### src/rtl/riscv_mem_pkg.sv
// Shared encodings for the unified instruction/data memory arbiter.
package riscv_mem_pkg;

   localparam logic [1:0] SIZE_B = 2'd0;
   localparam logic [1:0] SIZE_H = 2'd1;
   localparam logic [1:0] SIZE_W = 2'd2;

   typedef enum logic {IDLE, BUSY} state_e;
   typedef enum logic {OWN_I, OWN_D} owner_e;

   // Size 3 is never legal, halves need bit 0 clear, words need both low bits clear.
   function automatic logic size_misaligned(input logic [1:0] size, input logic [1:0] off);
      logic mis;
      case (size)
         SIZE_B:  mis = 1'b0;
         SIZE_H:  mis = off[0];
         SIZE_W:  mis = |off;
         default: mis = 1'b1;
      endcase
      return mis;
   endfunction

endpackage

### src/rtl/riscv_mem_arbiter_if.sv
// Fetch, load/store, memory-macro and error signals of the memory arbiter.
interface riscv_mem_arbiter_if;

   logic        i_req;
   logic [31:0] i_addr;
   logic        i_gnt;
   logic        i_rvalid;
   logic [31:0] i_rdata;

   logic        d_req;
   logic        d_we;
   logic [1:0]  d_size;
   logic [31:0] d_addr;
   logic [31:0] d_wdata;
   logic        d_gnt;
   logic        d_rvalid;
   logic [31:0] d_rdata;

   logic        mem_en;
   logic        mem_we;
   logic [3:0]  mem_be;
   logic [29:0] mem_addr;
   logic [31:0] mem_wdata;
   logic [31:0] mem_rdata;

   logic        error_instrmem_misaligned_access;
   logic        error_instrmem_invalid_address;
   logic        error_datamem_misaligned_access;
   logic        error_datamem_invalid_address;

   modport slave (
      input  i_req, i_addr, d_req, d_we, d_size, d_addr, d_wdata, mem_rdata,
      output i_gnt, i_rvalid, i_rdata, d_gnt, d_rvalid, d_rdata,
      output mem_en, mem_we, mem_be, mem_addr, mem_wdata,
      output error_instrmem_misaligned_access, error_instrmem_invalid_address,
      output error_datamem_misaligned_access, error_datamem_invalid_address
   );

   modport master (
      output i_req, i_addr, d_req, d_we, d_size, d_addr, d_wdata, mem_rdata,
      input  i_gnt, i_rvalid, i_rdata, d_gnt, d_rvalid, d_rdata,
      input  mem_en, mem_we, mem_be, mem_addr, mem_wdata,
      input  error_instrmem_misaligned_access, error_instrmem_invalid_address,
      input  error_datamem_misaligned_access, error_datamem_invalid_address
   );

endinterface

### src/rtl/riscv_mem_align.sv
// Byte-lane steering: write enables/replication on requests, extraction on responses.
module riscv_mem_align
   import riscv_mem_pkg::*;
(
   input  logic        req_we,
   input  logic [1:0]  req_size,
   input  logic [1:0]  req_off,
   input  logic [31:0] req_wdata,
   output logic [3:0]  be,
   output logic [31:0] wdata,
   input  logic [1:0]  rsp_size,
   input  logic [1:0]  rsp_off,
   input  logic [31:0] rsp_rdata,
   output logic [31:0] rdata
);

   // Loads and fetches always read the full word; only stores narrow the lanes.
   always_comb begin
      be    = 4'b1111;
      wdata = req_wdata;
      if (req_we) begin
         case (req_size)
            SIZE_B: begin
               be    = 4'b0001 << req_off;
               wdata = {4{req_wdata[7:0]}};
            end
            SIZE_H: begin
               be    = req_off[1] ? 4'b1100 : 4'b0011;
               wdata = {2{req_wdata[15:0]}};
            end
            default: begin
               be    = 4'b1111;
               wdata = req_wdata;
            end
         endcase
      end
   end

   always_comb begin
      rdata = rsp_rdata;
      case (rsp_size)
         SIZE_B: begin
            case (rsp_off)
               2'd0:    rdata = {24'd0, rsp_rdata[7:0]};
               2'd1:    rdata = {24'd0, rsp_rdata[15:8]};
               2'd2:    rdata = {24'd0, rsp_rdata[23:16]};
               default: rdata = {24'd0, rsp_rdata[31:24]};
            endcase
         end
         SIZE_H:  rdata = {16'd0, rsp_off[1] ? rsp_rdata[31:16] : rsp_rdata[15:0]};
         default: rdata = rsp_rdata;
      endcase
   end

endmodule

### src/rtl/riscv_mem_arbiter.sv
// Round-robin arbiter sharing one single-port memory between fetch and load/store,
// one outstanding access at a time over a fixed latency.
module riscv_mem_arbiter
   import riscv_mem_pkg::*;
#(
   parameter int MEM_DEPTH_WORDS = 1024,
   parameter int MEM_LATENCY     = 1
) (
   input  logic                 clk,
   input  logic                 rstn,
   riscv_mem_arbiter_if.slave   bus
);

   localparam logic [32:0] ADDR_LIMIT = 33'(MEM_DEPTH_WORDS) << 2;
   localparam logic [2:0]  LAT        = 3'(MEM_LATENCY);

   state_e      state_q, state_d;
   logic [2:0]  cnt_q, cnt_d;
   owner_e      last_q, owner_q;
   logic        we_q, err_q;
   logic [1:0]  size_q, off_q;

   logic        last_cycle, can_grant, d_win, gnt_i, gnt_d, gnt_any;
   logic        i_mis, i_inv, d_mis, d_inv, req_err;
   logic [3:0]  al_be;
   logic [31:0] al_wdata, al_rdata;

   assign last_cycle = (state_q == BUSY) && (cnt_q == 3'd1);
   // Grants are held off while reset is asserted so every output reads 0.
   assign can_grant  = rstn && ((state_q == IDLE) || last_cycle);
   assign d_win      = bus.d_req && (!bus.i_req || (last_q == OWN_I));
   assign gnt_d      = can_grant && d_win;
   assign gnt_i      = can_grant && bus.i_req && !d_win;
   assign gnt_any    = gnt_i || gnt_d;

   assign i_mis   = |bus.i_addr[1:0];
   assign i_inv   = {1'b0, bus.i_addr} >= ADDR_LIMIT;
   assign d_mis   = size_misaligned(bus.d_size, bus.d_addr[1:0]);
   assign d_inv   = {1'b0, bus.d_addr} >= ADDR_LIMIT;
   assign req_err = gnt_d ? (d_mis || d_inv) : (i_mis || i_inv);

   riscv_mem_align u_align (
      .req_we    (gnt_d && bus.d_we),
      .req_size  (gnt_d ? bus.d_size : SIZE_W),
      .req_off   (bus.d_addr[1:0]),
      .req_wdata (bus.d_wdata),
      .be        (al_be),
      .wdata     (al_wdata),
      .rsp_size  (size_q),
      .rsp_off   (off_q),
      .rsp_rdata (bus.mem_rdata),
      .rdata     (al_rdata)
   );

   // Erroneous requests are granted but never reach the macro.
   assign bus.i_gnt     = gnt_i;
   assign bus.d_gnt     = gnt_d;
   assign bus.mem_en    = gnt_any && !req_err;
   assign bus.mem_we    = bus.mem_en && gnt_d && bus.d_we;
   assign bus.mem_be    = bus.mem_en ? al_be : 4'b0000;
   assign bus.mem_addr  = !bus.mem_en ? 30'd0 : (gnt_d ? bus.d_addr[31:2] : bus.i_addr[31:2]);
   assign bus.mem_wdata = bus.mem_we ? al_wdata : 32'd0;

   assign bus.error_instrmem_misaligned_access = gnt_i && i_mis;
   assign bus.error_instrmem_invalid_address   = gnt_i && i_inv;
   assign bus.error_datamem_misaligned_access  = gnt_d && d_mis;
   assign bus.error_datamem_invalid_address    = gnt_d && d_inv;

   assign bus.i_rvalid = last_cycle && (owner_q == OWN_I);
   assign bus.d_rvalid = last_cycle && (owner_q == OWN_D);
   assign bus.i_rdata  = (bus.i_rvalid && !err_q) ? bus.mem_rdata : 32'd0;
   assign bus.d_rdata  = (bus.d_rvalid && !err_q && !we_q) ? al_rdata : 32'd0;

   always_comb begin
      state_d = state_q;
      cnt_d   = cnt_q;
      case (state_q)
         IDLE: begin
            if (gnt_any) begin
               state_d = BUSY;
               cnt_d   = LAT;
            end
         end
         BUSY: begin
            if (last_cycle) begin
               if (gnt_any) begin
                  cnt_d = LAT;
               end else begin
                  state_d = IDLE;
                  cnt_d   = 3'd0;
               end
            end else begin
               cnt_d = cnt_q - 3'd1;
            end
         end
         default: begin
            state_d = IDLE;
            cnt_d   = 3'd0;
         end
      endcase
   end

   always_ff @(posedge clk or negedge rstn) begin
      if (!rstn) begin
         state_q <= IDLE;
         cnt_q   <= 3'd0;
         last_q  <= OWN_I;
         owner_q <= OWN_I;
         we_q    <= 1'b0;
         err_q   <= 1'b0;
         size_q  <= SIZE_W;
         off_q   <= 2'd0;
      end else begin
         state_q <= state_d;
         cnt_q   <= cnt_d;
         if (gnt_any) begin
            last_q  <= gnt_d ? OWN_D : OWN_I;
            owner_q <= gnt_d ? OWN_D : OWN_I;
            we_q    <= gnt_d && bus.d_we;
            err_q   <= req_err;
            size_q  <= gnt_d ? bus.d_size : SIZE_W;
            off_q   <= gnt_d ? bus.d_addr[1:0] : 2'd0;
         end
      end
   end

endmodule

### src/flat_wrapper.sv
// flat-port wrapper written by rule: the top's interface ports become plain ports
module riscv_mem_arbiter_flat import riscv_mem_pkg::*;
#(
   parameter int MEM_DEPTH_WORDS = 1024,
   parameter int MEM_LATENCY     = 1
)
  (clk, rstn, bus_i_req, bus_i_addr, bus_d_req, bus_d_we, bus_d_size, bus_d_addr, bus_d_wdata, bus_mem_rdata, bus_i_gnt, bus_i_rvalid, bus_i_rdata, bus_d_gnt, bus_d_rvalid, bus_d_rdata, bus_mem_en, bus_mem_we, bus_mem_be, bus_mem_addr, bus_mem_wdata, bus_error_instrmem_misaligned_access, bus_error_instrmem_invalid_address, bus_error_datamem_misaligned_access, bus_error_datamem_invalid_address);
  riscv_mem_arbiter_if bus_i ();
  input  logic clk;
  input  logic rstn;
  input wire logic [$bits(bus_i.i_req)-1:0] bus_i_req;
  input wire logic [$bits(bus_i.i_addr)-1:0] bus_i_addr;
  input wire logic [$bits(bus_i.d_req)-1:0] bus_d_req;
  input wire logic [$bits(bus_i.d_we)-1:0] bus_d_we;
  input wire logic [$bits(bus_i.d_size)-1:0] bus_d_size;
  input wire logic [$bits(bus_i.d_addr)-1:0] bus_d_addr;
  input wire logic [$bits(bus_i.d_wdata)-1:0] bus_d_wdata;
  input wire logic [$bits(bus_i.mem_rdata)-1:0] bus_mem_rdata;
  output wire logic [$bits(bus_i.i_gnt)-1:0] bus_i_gnt;
  output wire logic [$bits(bus_i.i_rvalid)-1:0] bus_i_rvalid;
  output wire logic [$bits(bus_i.i_rdata)-1:0] bus_i_rdata;
  output wire logic [$bits(bus_i.d_gnt)-1:0] bus_d_gnt;
  output wire logic [$bits(bus_i.d_rvalid)-1:0] bus_d_rvalid;
  output wire logic [$bits(bus_i.d_rdata)-1:0] bus_d_rdata;
  output wire logic [$bits(bus_i.mem_en)-1:0] bus_mem_en;
  output wire logic [$bits(bus_i.mem_we)-1:0] bus_mem_we;
  output wire logic [$bits(bus_i.mem_be)-1:0] bus_mem_be;
  output wire logic [$bits(bus_i.mem_addr)-1:0] bus_mem_addr;
  output wire logic [$bits(bus_i.mem_wdata)-1:0] bus_mem_wdata;
  output wire logic [$bits(bus_i.error_instrmem_misaligned_access)-1:0] bus_error_instrmem_misaligned_access;
  output wire logic [$bits(bus_i.error_instrmem_invalid_address)-1:0] bus_error_instrmem_invalid_address;
  output wire logic [$bits(bus_i.error_datamem_misaligned_access)-1:0] bus_error_datamem_misaligned_access;
  output wire logic [$bits(bus_i.error_datamem_invalid_address)-1:0] bus_error_datamem_invalid_address;
  assign bus_i.i_req = bus_i_req;
  assign bus_i.i_addr = bus_i_addr;
  assign bus_i.d_req = bus_d_req;
  assign bus_i.d_we = bus_d_we;
  assign bus_i.d_size = bus_d_size;
  assign bus_i.d_addr = bus_d_addr;
  assign bus_i.d_wdata = bus_d_wdata;
  assign bus_i.mem_rdata = bus_mem_rdata;
  assign bus_i_gnt = bus_i.i_gnt;
  assign bus_i_rvalid = bus_i.i_rvalid;
  assign bus_i_rdata = bus_i.i_rdata;
  assign bus_d_gnt = bus_i.d_gnt;
  assign bus_d_rvalid = bus_i.d_rvalid;
  assign bus_d_rdata = bus_i.d_rdata;
  assign bus_mem_en = bus_i.mem_en;
  assign bus_mem_we = bus_i.mem_we;
  assign bus_mem_be = bus_i.mem_be;
  assign bus_mem_addr = bus_i.mem_addr;
  assign bus_mem_wdata = bus_i.mem_wdata;
  assign bus_error_instrmem_misaligned_access = bus_i.error_instrmem_misaligned_access;
  assign bus_error_instrmem_invalid_address = bus_i.error_instrmem_invalid_address;
  assign bus_error_datamem_misaligned_access = bus_i.error_datamem_misaligned_access;
  assign bus_error_datamem_invalid_address = bus_i.error_datamem_invalid_address;
  riscv_mem_arbiter #(.MEM_DEPTH_WORDS(MEM_DEPTH_WORDS), .MEM_LATENCY(MEM_LATENCY)) u_core (.clk(clk), .rstn(rstn), .bus(bus_i));
endmodule
### config.mk
export PLATFORM = sky130hd
export DESIGN_NAME = riscv_mem_arbiter_flat
export DESIGN_NICKNAME = d
export VERILOG_FILES = /design/src/rtl/riscv_mem_pkg.sv /design/src/rtl/riscv_mem_arbiter_if.sv /design/src/rtl/riscv_mem_align.sv /design/src/rtl/riscv_mem_arbiter.sv /design/src/flat_wrapper.sv
export SDC_FILE = /design/constraint.sdc
export NUM_CORES = 1
export LEC_CHECK = 0
export CORE_AREA = 2 2 106 108
export DETAILED_ROUTE_END_ITERATION = 10
export DIE_AREA = 0 0 108 110
export GPL_ROUTABILITY_DRIVEN = 0
export PLACE_DENSITY = 0.71
export SYNTH_ARGS = -nofsm -noshare
export SYNTH_HDL_FRONTEND = slang
export SYNTH_SLANG_ARGS = --single-unit
### constraint.sdc
create_clock -name clk -period 2.1 [get_ports clk]
set_input_delay 0.21 -clock clk [delete_from_list [all_inputs] [get_ports clk]]
set_output_delay 0.21 -clock clk [all_outputs]
set_load 0.01 [all_outputs]
Word-level counts from Yosys, hierarchy flattened:

Index checks and enable logic that the tools add are counted.

* reduce and logical (&&, ||, !) cells: 35
* add/sub/neg operators: 1
* multiplexer cells: 26
* shifts and indexed selects: 1
* equality and inequality tests: 8
* bitwise operators: 2
* order comparisons: 2

Operators with widths (count)
* 2-to-1 mux 32 bit: 4
* case mux 32 bit (2 select lines): 2
* greater-or-equal comparator 32 x 13 -> 1 bit (second input constant): 2
* 2-to-1 mux 30 bit: 2
* case mux 8 bit (3 select lines): 1
* logical AND 1 bit: 19
* 2-to-1 mux 16 bit: 1
* 2-to-1 mux 4 bit: 3
* == test 2 x 1 -> 1 bit (second input constant): 4
* zero test 2 bit: 4
* case mux 4 bit (2 select lines): 1
* 2-to-1 mux 3 bit: 2
* case mux 3 bit (2 select lines): 1
* zero test 1 bit: 5
* logical OR 1 bit: 5
* 2-to-1 mux 1 bit: 5
* == test 2 bit (second input constant): 2
* 2-to-1 mux 2 bit: 2
* OR reduction 2 bit: 2
* << shifter 1 x 2 -> 4 bit (first input constant): 1
* == test 3 x 1 -> 1 bit (second input constant): 1
* case mux 1 bit (3 select lines): 1
* subtractor 3 x 1 -> 3 bit (second input constant): 1
* inequality test 2 x 1 -> 1 bit (second input constant): 1
* other kinds (2): 3

* word-level logic and storage cells: 82
* bits in registers: 11
* output and inout bits: 140
* bits of input ports: 135

Logic depth before layout (Yosys ltp):

Gate-level depths: netlist of run 1.

* word-level depth: 11
* mapped depth: 8
* depth with buffers taken out: 7

Modules after synthesis:

A second synthesis of run 1 with hierarchy kept.

* cells, all modules: 396
* area total of the unflattened synthesis: 2735.1 um^2

By module, submodules not included
* riscv_mem_arbiter: area an instance 1770.4 um^2, seq. area each 276.5 um^2, times used 1, cells each 247
* riscv_mem_align: area an instance 964.7 um^2, seq. area each 0.0 um^2, times used 1, cells each 149

Worst setup path before layout of run 1:

Ideal clock, no wire load.

* kind: register to output
* start: register u_core.cnt_q[1]
* end: output bus_mem_wdata[31]
* data arrival time: 1.945 ns
* setup slack: -0.055 ns
* data required time: 1.890 ns
* stages on the path, launching flop included: 8
* buffers on the path: 1
* cell sequence: dfrtp_1 > inv_1 > ha_1 > and2b_1 > o2111ai_1 > or4_4 > buf_6 > a2111oi_2

* word-level cells in the longest chain between the ends: 11
* elaborated cells between the ends (all ways): 20
* those cells by class: eq/ne: 2; mux: 5; reduce/logical: 13

Ends and longest elaborated chain
* start: declaration: RTL line riscv_mem_arbiter.sv:18 `logic [2:0] cnt_q, cnt_d;`
* start signal: assignment: RTL line riscv_mem_arbiter.sv:115 `cnt_q <= cnt_d;`
* == test 3 x 1 -> 1 bit (*): RTL line riscv_mem_arbiter.sv:28 `assign last_cycle = (state_q == BUSY) && (cnt_q == 3'd1);`
* logical AND 1 bit (*): RTL line riscv_mem_arbiter.sv:28
* logical OR 1 bit (*): RTL line riscv_mem_arbiter.sv:30 `assign can_grant = rstn && ((state_q == IDLE) || last_cycle);`
* logical AND 1 bit (*): RTL line riscv_mem_arbiter.sv:30
* parallel branches: the longest is 6 deep, another holds case mux 32 bit (2 select lines)
* 2-to-1 mux 32 bit (*): RTL line riscv_mem_arbiter.sv:62 `assign bus.mem_wdata = bus.mem_we ? al_wdata : 32'd0;`
* end: declaration: RTL line flat_wrapper.sv:29 `output wire logic [$bits(bus_i.mem_wdata)-1:0] bus_mem_wdata;`

Mark *: on every way between the ends.

Worst setup path after layout of run 1:

* start: input bus_d_addr[23]
* end: output bus_mem_wdata[27]

* word-level cells in the longest chain between the ends: 8

Ends and longest elaborated chain
* start: declaration: RTL line flat_wrapper.sv:16 `input wire logic [$bits(bus_i.d_addr)-1:0] bus_d_addr;`
* greater-or-equal comparator 32 x 13 -> 1 bit: RTL line riscv_mem_arbiter.sv:39 `assign d_inv = {1'b0, bus.d_addr} >= ADDR_LIMIT;`
* logical OR 1 bit: RTL line riscv_mem_arbiter.sv:40 `assign req_err = gnt_d ? (d_mis || d_inv) : (i_mis || i_inv);`
* 2-to-1 mux 1 bit: RTL line riscv_mem_arbiter.sv:40
* zero test 1 bit: RTL line riscv_mem_arbiter.sv:58 `assign bus.mem_en = gnt_any && !req_err;`
* logical AND 1 bit: RTL line riscv_mem_arbiter.sv:58
* logical AND 1 bit (2 in series): RTL line riscv_mem_arbiter.sv:59 `assign bus.mem_we = bus.mem_en && gnt_d && bus.d_we;`
* 2-to-1 mux 32 bit: RTL line riscv_mem_arbiter.sv:62

No other way between the ends.

==> results of run 1 <==
==> power by group through the flow <==
stage | sequential (mW) | clock [mW] | combinational, mW
after floorplan | 0.361 | 0 | 0.801
after global placement | 0.388 | 0 | 1.54
after detailed placement | 0.396 | 0 | 1.57
after CTS | 0.405 | 0.216 | 1.69
after global routing | 0.427 | 0.229 | 2.01
final | 0.415 | 0.214 | 1.86
==> layout by cell type, fill, tap and decap left out, types with 3 or more instances in the layout <==
| cell | count |
|---|---|
| and2_1 | 33 |
| dlygate4sd2_1 | 4 |
| dlymetal6s2s_1 | 9 |
| and3_1 | 16 |
| nor3_2 | 6 |
| nor4_1 | 8 |
| clkdlybuf4s50_1 | 124 |
| nor2_2 | 4 |
| nand3_1 | 10 |
| a22o_1 | 11 |
| buf_6 | 44 |
| mux2i_1 | 11 |
| nor3_4 | 6 |
| a21oi_1 | 7 |
| and2_4 | 7 |
| nor2_4 | 13 |
| mux2i_4 | 4 |
| a221oi_1 | 6 |
| a22oi_1 | 8 |
| dfrtp_1 | 10 |
| buf_12 | 10 |
| conb_1 | 20 |
| nor4_4 | 3 |
| buf_2 | 78 |
| a21o_1 | 9 |
| nor2_1 | 21 |
| o21ai_0 | 3 |
| o22a_1 | 3 |
| a21oi_2 | 3 |
| inv_1 | 10 |
| nand2_1 | 24 |
| mux2_2 | 7 |
| buf_4 | 65 |
| clkbuf_2 | 10 |
| nor2b_1 | 10 |
| clkbuf_8 | 3 |
==> metal layers <==
layer | track usage | routed length, um | vias to the layer above
met5 | 0 | 0 | -
met4 | 0.0614 | 340 | 0
met3 | 0.0359 | 996 | 25
met2 | 0.393 | 7390 | 196
met1 | 0.232 | 5240 | 1856
li1 | - | - | 1857
==> registers in the layout, summed over array words and instances (netlist names) <==
name            flops
u_core.cnt_q        3
u_core.off_q        2
u_core.size_q       2
u_core.err_q        1
u_core.last_q       1
u_core.state_q      1
u_core.we_q         1
==> worst max-delay path: stages <==
cell and delay [ps]:
clkdlybuf4s50_1 430, nor4_1 320, nand2_1 160, or4_4 550, buf_6 160, buf_12 140
nor3_2 150, buf_2 190
==> final cells by class <==
type,count,share of cell area
clock buffers,4,0.00739
well taps,140,0.0287
multi-input cells,292,0.381
repair buffers,355,0.529
repair inverters,1,0.00123
flip-flops and latches,11,0.0453
inverters,12,0.00821
==> cell families (layout without fill, tap and decap cells) <==
kind of cell | after synthesis | after routing | synth area share
AOI/OAI and AO/OA | 70 | 70 | 0.234
adders and majority gates | 2 | 2 | 0.0103
muxes | 23 | 23 | 0.0984
other | 1 | 20 | 0.00154
DFF | 11 | 11 | 0.114
and+or+nand+nor | 177 | 177 | 0.414
buffers and inverters | 56 | 372 | 0.128
==> final timing paths <==
path                                                    from                           end  slack [ps]  cells after the start
worst max register to register   u_core.cnt_q[1]$_DFFE_PN0P_      u_core.err_q$_DFFE_PN0P_         150                     11
max in group asynchronous                               rstn  u_core.size_q[1]$_DFFE_PN1P_        1780                      2
worst min register to register  u_core.size_q[1]$_DFFE_PN1P_  u_core.size_q[1]$_DFFE_PN1P_         550                      1
worst max-delay path                          bus_d_addr[23]             bus_mem_wdata[27]        -430                      8
worst min-delay path                                    rstn   u_core.off_q[1]$_DFFE_PN0P_          80                      2
min in group clk                                        rstn       u_core.we_q$_DFFE_PN0P_         400                      3
==> stage by stage <==
stage               cell area [um2]  std cells  setup slack (ps)  power (mW)
floorplan                      2510        359              11.1        1.16
global placement               5460        768              -775        1.92
detailed placement             5460        768              -821        1.97
CTS                            5630        799              -491        2.31
global route                   6100        815              -495        2.67
finish                         6100        815              -425        2.49
==> timing repair <==
action / in CTS / in global routing
endpoints found under the setup margin: 118 / 117
endpoints found under the hold margin: 0 / 0
cloned: 7 / 1
hold buffers: 0 / 0
gates resized for setup: 511 / 102
setup buffers: 20 / 16
pin swaps: 38 / 23
==> metrics.yaml, run 1 <==
logic_synthesis:
  syn_area_per_cell_um2: 7.14
  synth_area_leaders: "and2_1 (10%), dfrtp_1 (10%), mux2i_1 (6.6%)"
  synth_ff_type: "dfrtp_1"
  netlist_area_um2: 2430
  yosys_warnings: 0
  synth_edf_count: 0
  synth_top_area_frac: 0.103
  synth_cell_types: 54
  synth_top_cell_by_area: "and2_1"
  synth_common_cells: "and2_1 (40), nor2_1 (38), nand2_1 (25)"
  yosysMostFrequentCell: "and2_1"
  synth-seq-area-share: 0.114
  ys_ff_latch: 11
  syn_inst: 340
  asyncSetResetFlopFracSynth: 1.00
sta:
  min_period_ps: 2530
  finalHoldViolCount: 0
  final_max_slew_viol_count: 0
  fin_crit_sh: 1.20
  setup_viol: 83
  relSlewSlack: 0.587
  setup_tns_ps: -16560
  finalWorstSetupSlack_ps: -425
  tightest_slew_ps: 620
  fmax_mhz: 396
  hold_slack_ps: 82.8
  skew_ps: 1.50
  rsz0062_at_grt: "true"
layout:
  drive_above_1_share: 0.441
  multi_input_comb_area_um2: 2320
  fin_util: 0.570
  num-nets-final: 813
  seq_area_um2: 277
  syn_to_final_growth_pct: 151
  fill_cells: 928
  n_antenna_cell: 0
placed_design:
  portBuffers: 254
  hpwlAfterDp_mm: 9.81
routing:
  route.vias.total: 3934
  drc: 0
  via_per_inst: 4.83
  wl_per_cell_um: 17.1
  routed_wl_mm: 14.0
  first_pass_iters: 5
  ant_nets: 0
  drt_iter0_markers: 146
worst_setup_path:
  worst-setup-path-type: "in2out"
  start_kind: "input pin"
  endpoint_kind: "output port"
  path_max_fanout: 7
  crit_arrival_ps: 2320
  worstPathRequired_ps: 1890
clocking:
  insertion_delay_ps: 240
  cts_buffers: 3
  cts_tree: "yes"
  cts-root-buf: "clkbuf_8"
  cts.sinks: 11
  htreeDepth: 1
  cts.reportedPaths.clkPinSlew_ps: 50
  cts.path.max_buffers: 2
pwr:
  p_per_area_nw_per_um2: 409
  ir_drop_mv: 0.312
  pwr-share-seq: 0.167
  leakage_nw: 2.97
  p_comb_frac: 0.748
  internal_power_mw: 1.41
  sw_frac_of_total: 0.435
  pwr-share-clk: 0.086
  switching_power_mw: 1.08
global_route:
  grt_usage: 0.205
  first_global_vias: 3826
  grt_max_degree: 29
  gr-total-overflow: 0
  grt_pass1_wl_mm: 19.6
  antenna_found_initial: 0
job:
  maxCapViolCount: 0
die:
  die_w_um: 108
  placementRows: 38
  die_h_um: 110
  num_io_pins: 275
  start_util: 0.227
  core_um2: 10700
  floorplan.die_area_um2: 11900
run_status:
  outcome: "finished, violations left"
  violations: "negative setup slack"
hold_path:
  hold_path.class: "in2async"
Note: power is estimated with default switching activity, not from simulation.
==> inputs of run 2 (changes only) <==
- PLACE_DENSITY: 0.71 -> 0.83
==> run 2 against run 1 <==
The run still ends with negative setup slack left; total power grew 1.6%; clock power increased by 3%; critical path type unchanged; sequential power down 2%; cell count grew 1.7%; critical endpoint is now bus_mem_wdata[5]; combinational power grew 3%; largest power group unchanged; sequential share of layout area barely moved; clock skew is 7.6 ps higher.
==> metrics.yaml, run 2 (synthesis gave the netlist of run 1 again) <==
die:
  placementRows: 38  # unchanged
  core_um2: 10700  # unchanged
  die_w_um: 108  # unchanged
  floorplan.die_area_um2: 11900  # unchanged
  num_io_pins: 275  # unchanged
  die_h_um: 110  # unchanged
  start_util: 0.227  # unchanged
run_status:
  outcome: "finished, violations left"
  violations: "negative setup slack"
routing:
  wl_per_cell_um: 17.5  # +2.1%
  via_per_inst: 4.92  # +1.9%
  drt_iter0_markers: 242  # +66%
  ant_nets: 0  # unchanged
  first_pass_iters: 4  # -1
  route.vias.total: 4076  # +3.6%
  routed_wl_mm: 14.5  # +3.9%
  drc: 0  # unchanged
layout:
  design_area_um2: 6140  # +0.74%
  seq_area_um2: 277  # unchanged
  multi_input_comb_area_um2: 2300  # -0.86%
  largestRegisters: "u_core.cnt_q: 3 flops, u_core.off_q: 2 flops, u_core.size_q: 2 flops"
  num-nets-final: 827  # +1.7%
  syn_to_final_growth_pct: 153
  drive_above_1_share: 0.466  # +0.0244
  final_common_cell: "clkdlybuf4s50_1"
  fill_cells: 936  # +0.86%
  n_antenna_cell: 0  # unchanged
  most-common-layout-cells: "clkdlybuf4s50_1 (133), buf_2 (85), buf_6 (68), buf_4 (66), and2_1 (32)"
  top_register: "u_core.cnt_q"
  instances_no_fill: 829  # +1.7%
  fin_util: 0.574  # +0.00421
  largest_register_ffs: 3  # unchanged
sta:
  fmax_mhz: 399  # +0.81%
  finalHoldViolCount: 0  # unchanged
  final_max_slew_viol_count: 0  # unchanged
  rsz0062_at_grt: "true"
  min_period_ps: 2500  # -20.3 ps
  relSlewSlack: 0.609  # +0.0227
  finalWorstSetupSlack_ps: -405  # +20.3 ps
  setup_tns_ps: -14770  # +1790 ps
  setup_viol: 74  # -11%
  fin_crit_sh: 1.19  # -0.00965
  tightest_slew_ps: 582  # -37.5 ps
  skew_ps: 9.09  # +7.59 ps
  hold_slack_ps: 519  # +436 ps
clocking:
  cts.path.max_buffers: 2  # unchanged
  cts.sinks: 11  # unchanged
  htreeDepth: 1  # unchanged
  ctsHoldBuffers: 0  # unchanged
  cts_tree: "yes"
  cts-root-buf: "clkbuf_8"
  cts_buffers: 3  # unchanged
  insertion_delay_ps: 240  # about the same
  cts.reportedPaths.clkPinSlew_ps: 60  # about the same
global_route:
  grt_usage: 0.213  # +0.00770
  first_global_vias: 4020  # +5.1%
  grt_max_degree: 29  # unchanged
  grt_pass1_wl_mm: 20.0  # +2.4%
  gr-total-overflow: 0  # unchanged
  antenna_found_initial: 0  # unchanged
placed_design:
  hpwlAfterDp_mm: 10.1  # +2.5%
  placedCellCount: 765  # -0.39%
  portBuffers: 254  # unchanged
  placed_cell_area_um2: 5430  # -0.64%
pwr:
  p_per_area_nw_per_um2: 412  # +0.83%
  leakage_nw: 2.98  # about the same
  ir_drop_mv: 0.283  # -9.3%
worst_setup_path:
  crit_family: "simple AND/OR/NAND/NOR gates"
  crit_arrival_ps: 2290  # -30 ps
  cpMostUsedCell: "buf_6"
  path_max_fanout: 6  # -1
  endpoint_kind: "output port"
  worstSetupStartpoint: "bus_d_size[0]"
  cp_num_buf_inv: 5  # +1
  r2r-start: "u_core.cnt_q[0]$_DFFE_PN0P_"
  worst-setup-path-type: "in2out"
  cp_slowest_cell: "or4_4"
  path_cells: "clkdlybuf4s50_1 -> nor3_2 -> nor2_1 -> or4_4 -> inv_4 -> buf_6 -> buf_6 -> and2_4 -> buf_6"
  start_kind: "input pin"
  max_stage_delay_ps: 650  # +100 ps
  worstPathRequired_ps: 1890  # about the same
hold_path:
  hold_path.class: "in2async"
job:
  maxCapViolCount: 0  # unchanged
## run 2: cell types whose count changed in the layout (fill, tap and decap cells not counted), sizes merged
cell and delta:
clkinvlp -1, dlymetal6s2s -8, buf +26, clkbuf -10
clkdlybuf4s50 +9, dlygate4sd2 -1, bufbuf -1
## run 2: per-layer routing
layer	vias to the layer above	part of all wire	track usage
li1	1888	-	-
met4	0	0.033	0.0788
met1	1913	0.35	0.230
met3	35	0.081	0.0282
met5	-	0	0
met2	240	0.54	0.420
## run 2: timing repair
| item | in CTS | in global routing |
|---|---|---|
| pin swaps | 36 | 34 |
| cloned | 7 | 1 |
| setup endpoints to repair | 118 | 120 |
| gates resized for setup | 558 | 84 |
| setup buffers | 44 | 11 |
## run 2: where the power goes
| group | leakage [nW] | switching [mW] | internal [mW] |
|---|---|---|---|
| combinational | 2.82 | 0.947 | 0.958 |
| sequential | 0.132 | 0.0956 | 0.312 |
| clock | 0.0228 | 0.0869 | 0.134 |
## run 2: area by class of cell
type / instances / share of cell area
sequential: 11 / 0.0450
inverter: 12 / 0.00815
timing repair buffer: 370 / 0.536
multi-input combinational: 292 / 0.375
clock buffer: 4 / 0.00733
tap: 140 / 0.0285
## run 2: path summary, 6_finish.rpt
check,to,slack (ps),cells after the start
worst min-delay path,u_core.state_q$_DFF_PN0_,520,3
worst min register to register,u_core.size_q[1]$_DFFE_PN1P_,550,1
worst max-delay path,bus_mem_wdata[5],-400,9
worst max register to register,u_core.err_q$_DFFE_PN0P_,80,11
min in group clk,u_core.we_q$_DFFE_PN0P_,540,4
max in group asynchronous,u_core.size_q[1]$_DFFE_PN1P_,1290,3
## run 2: worst reg2reg max path: stages, from the launching register on
cell      delay, ps
dfrtp_1         410
ha_4            170
and2b_2         230
o211ai_1        230
buf_4           170
buf_6           100
nor4_4           40
buf_4           130
buf_6           110
buf_4           120
buf_4           120
nor3_2          130
## run 2: through the flow
step	total power [mW]	worst slack, ps
CTS	2.43	-450
finish	2.53	-405
global placement	1.92	-762
floorplan	1.16	11.1
global route	2.70	-519
detailed placement	1.97	-798
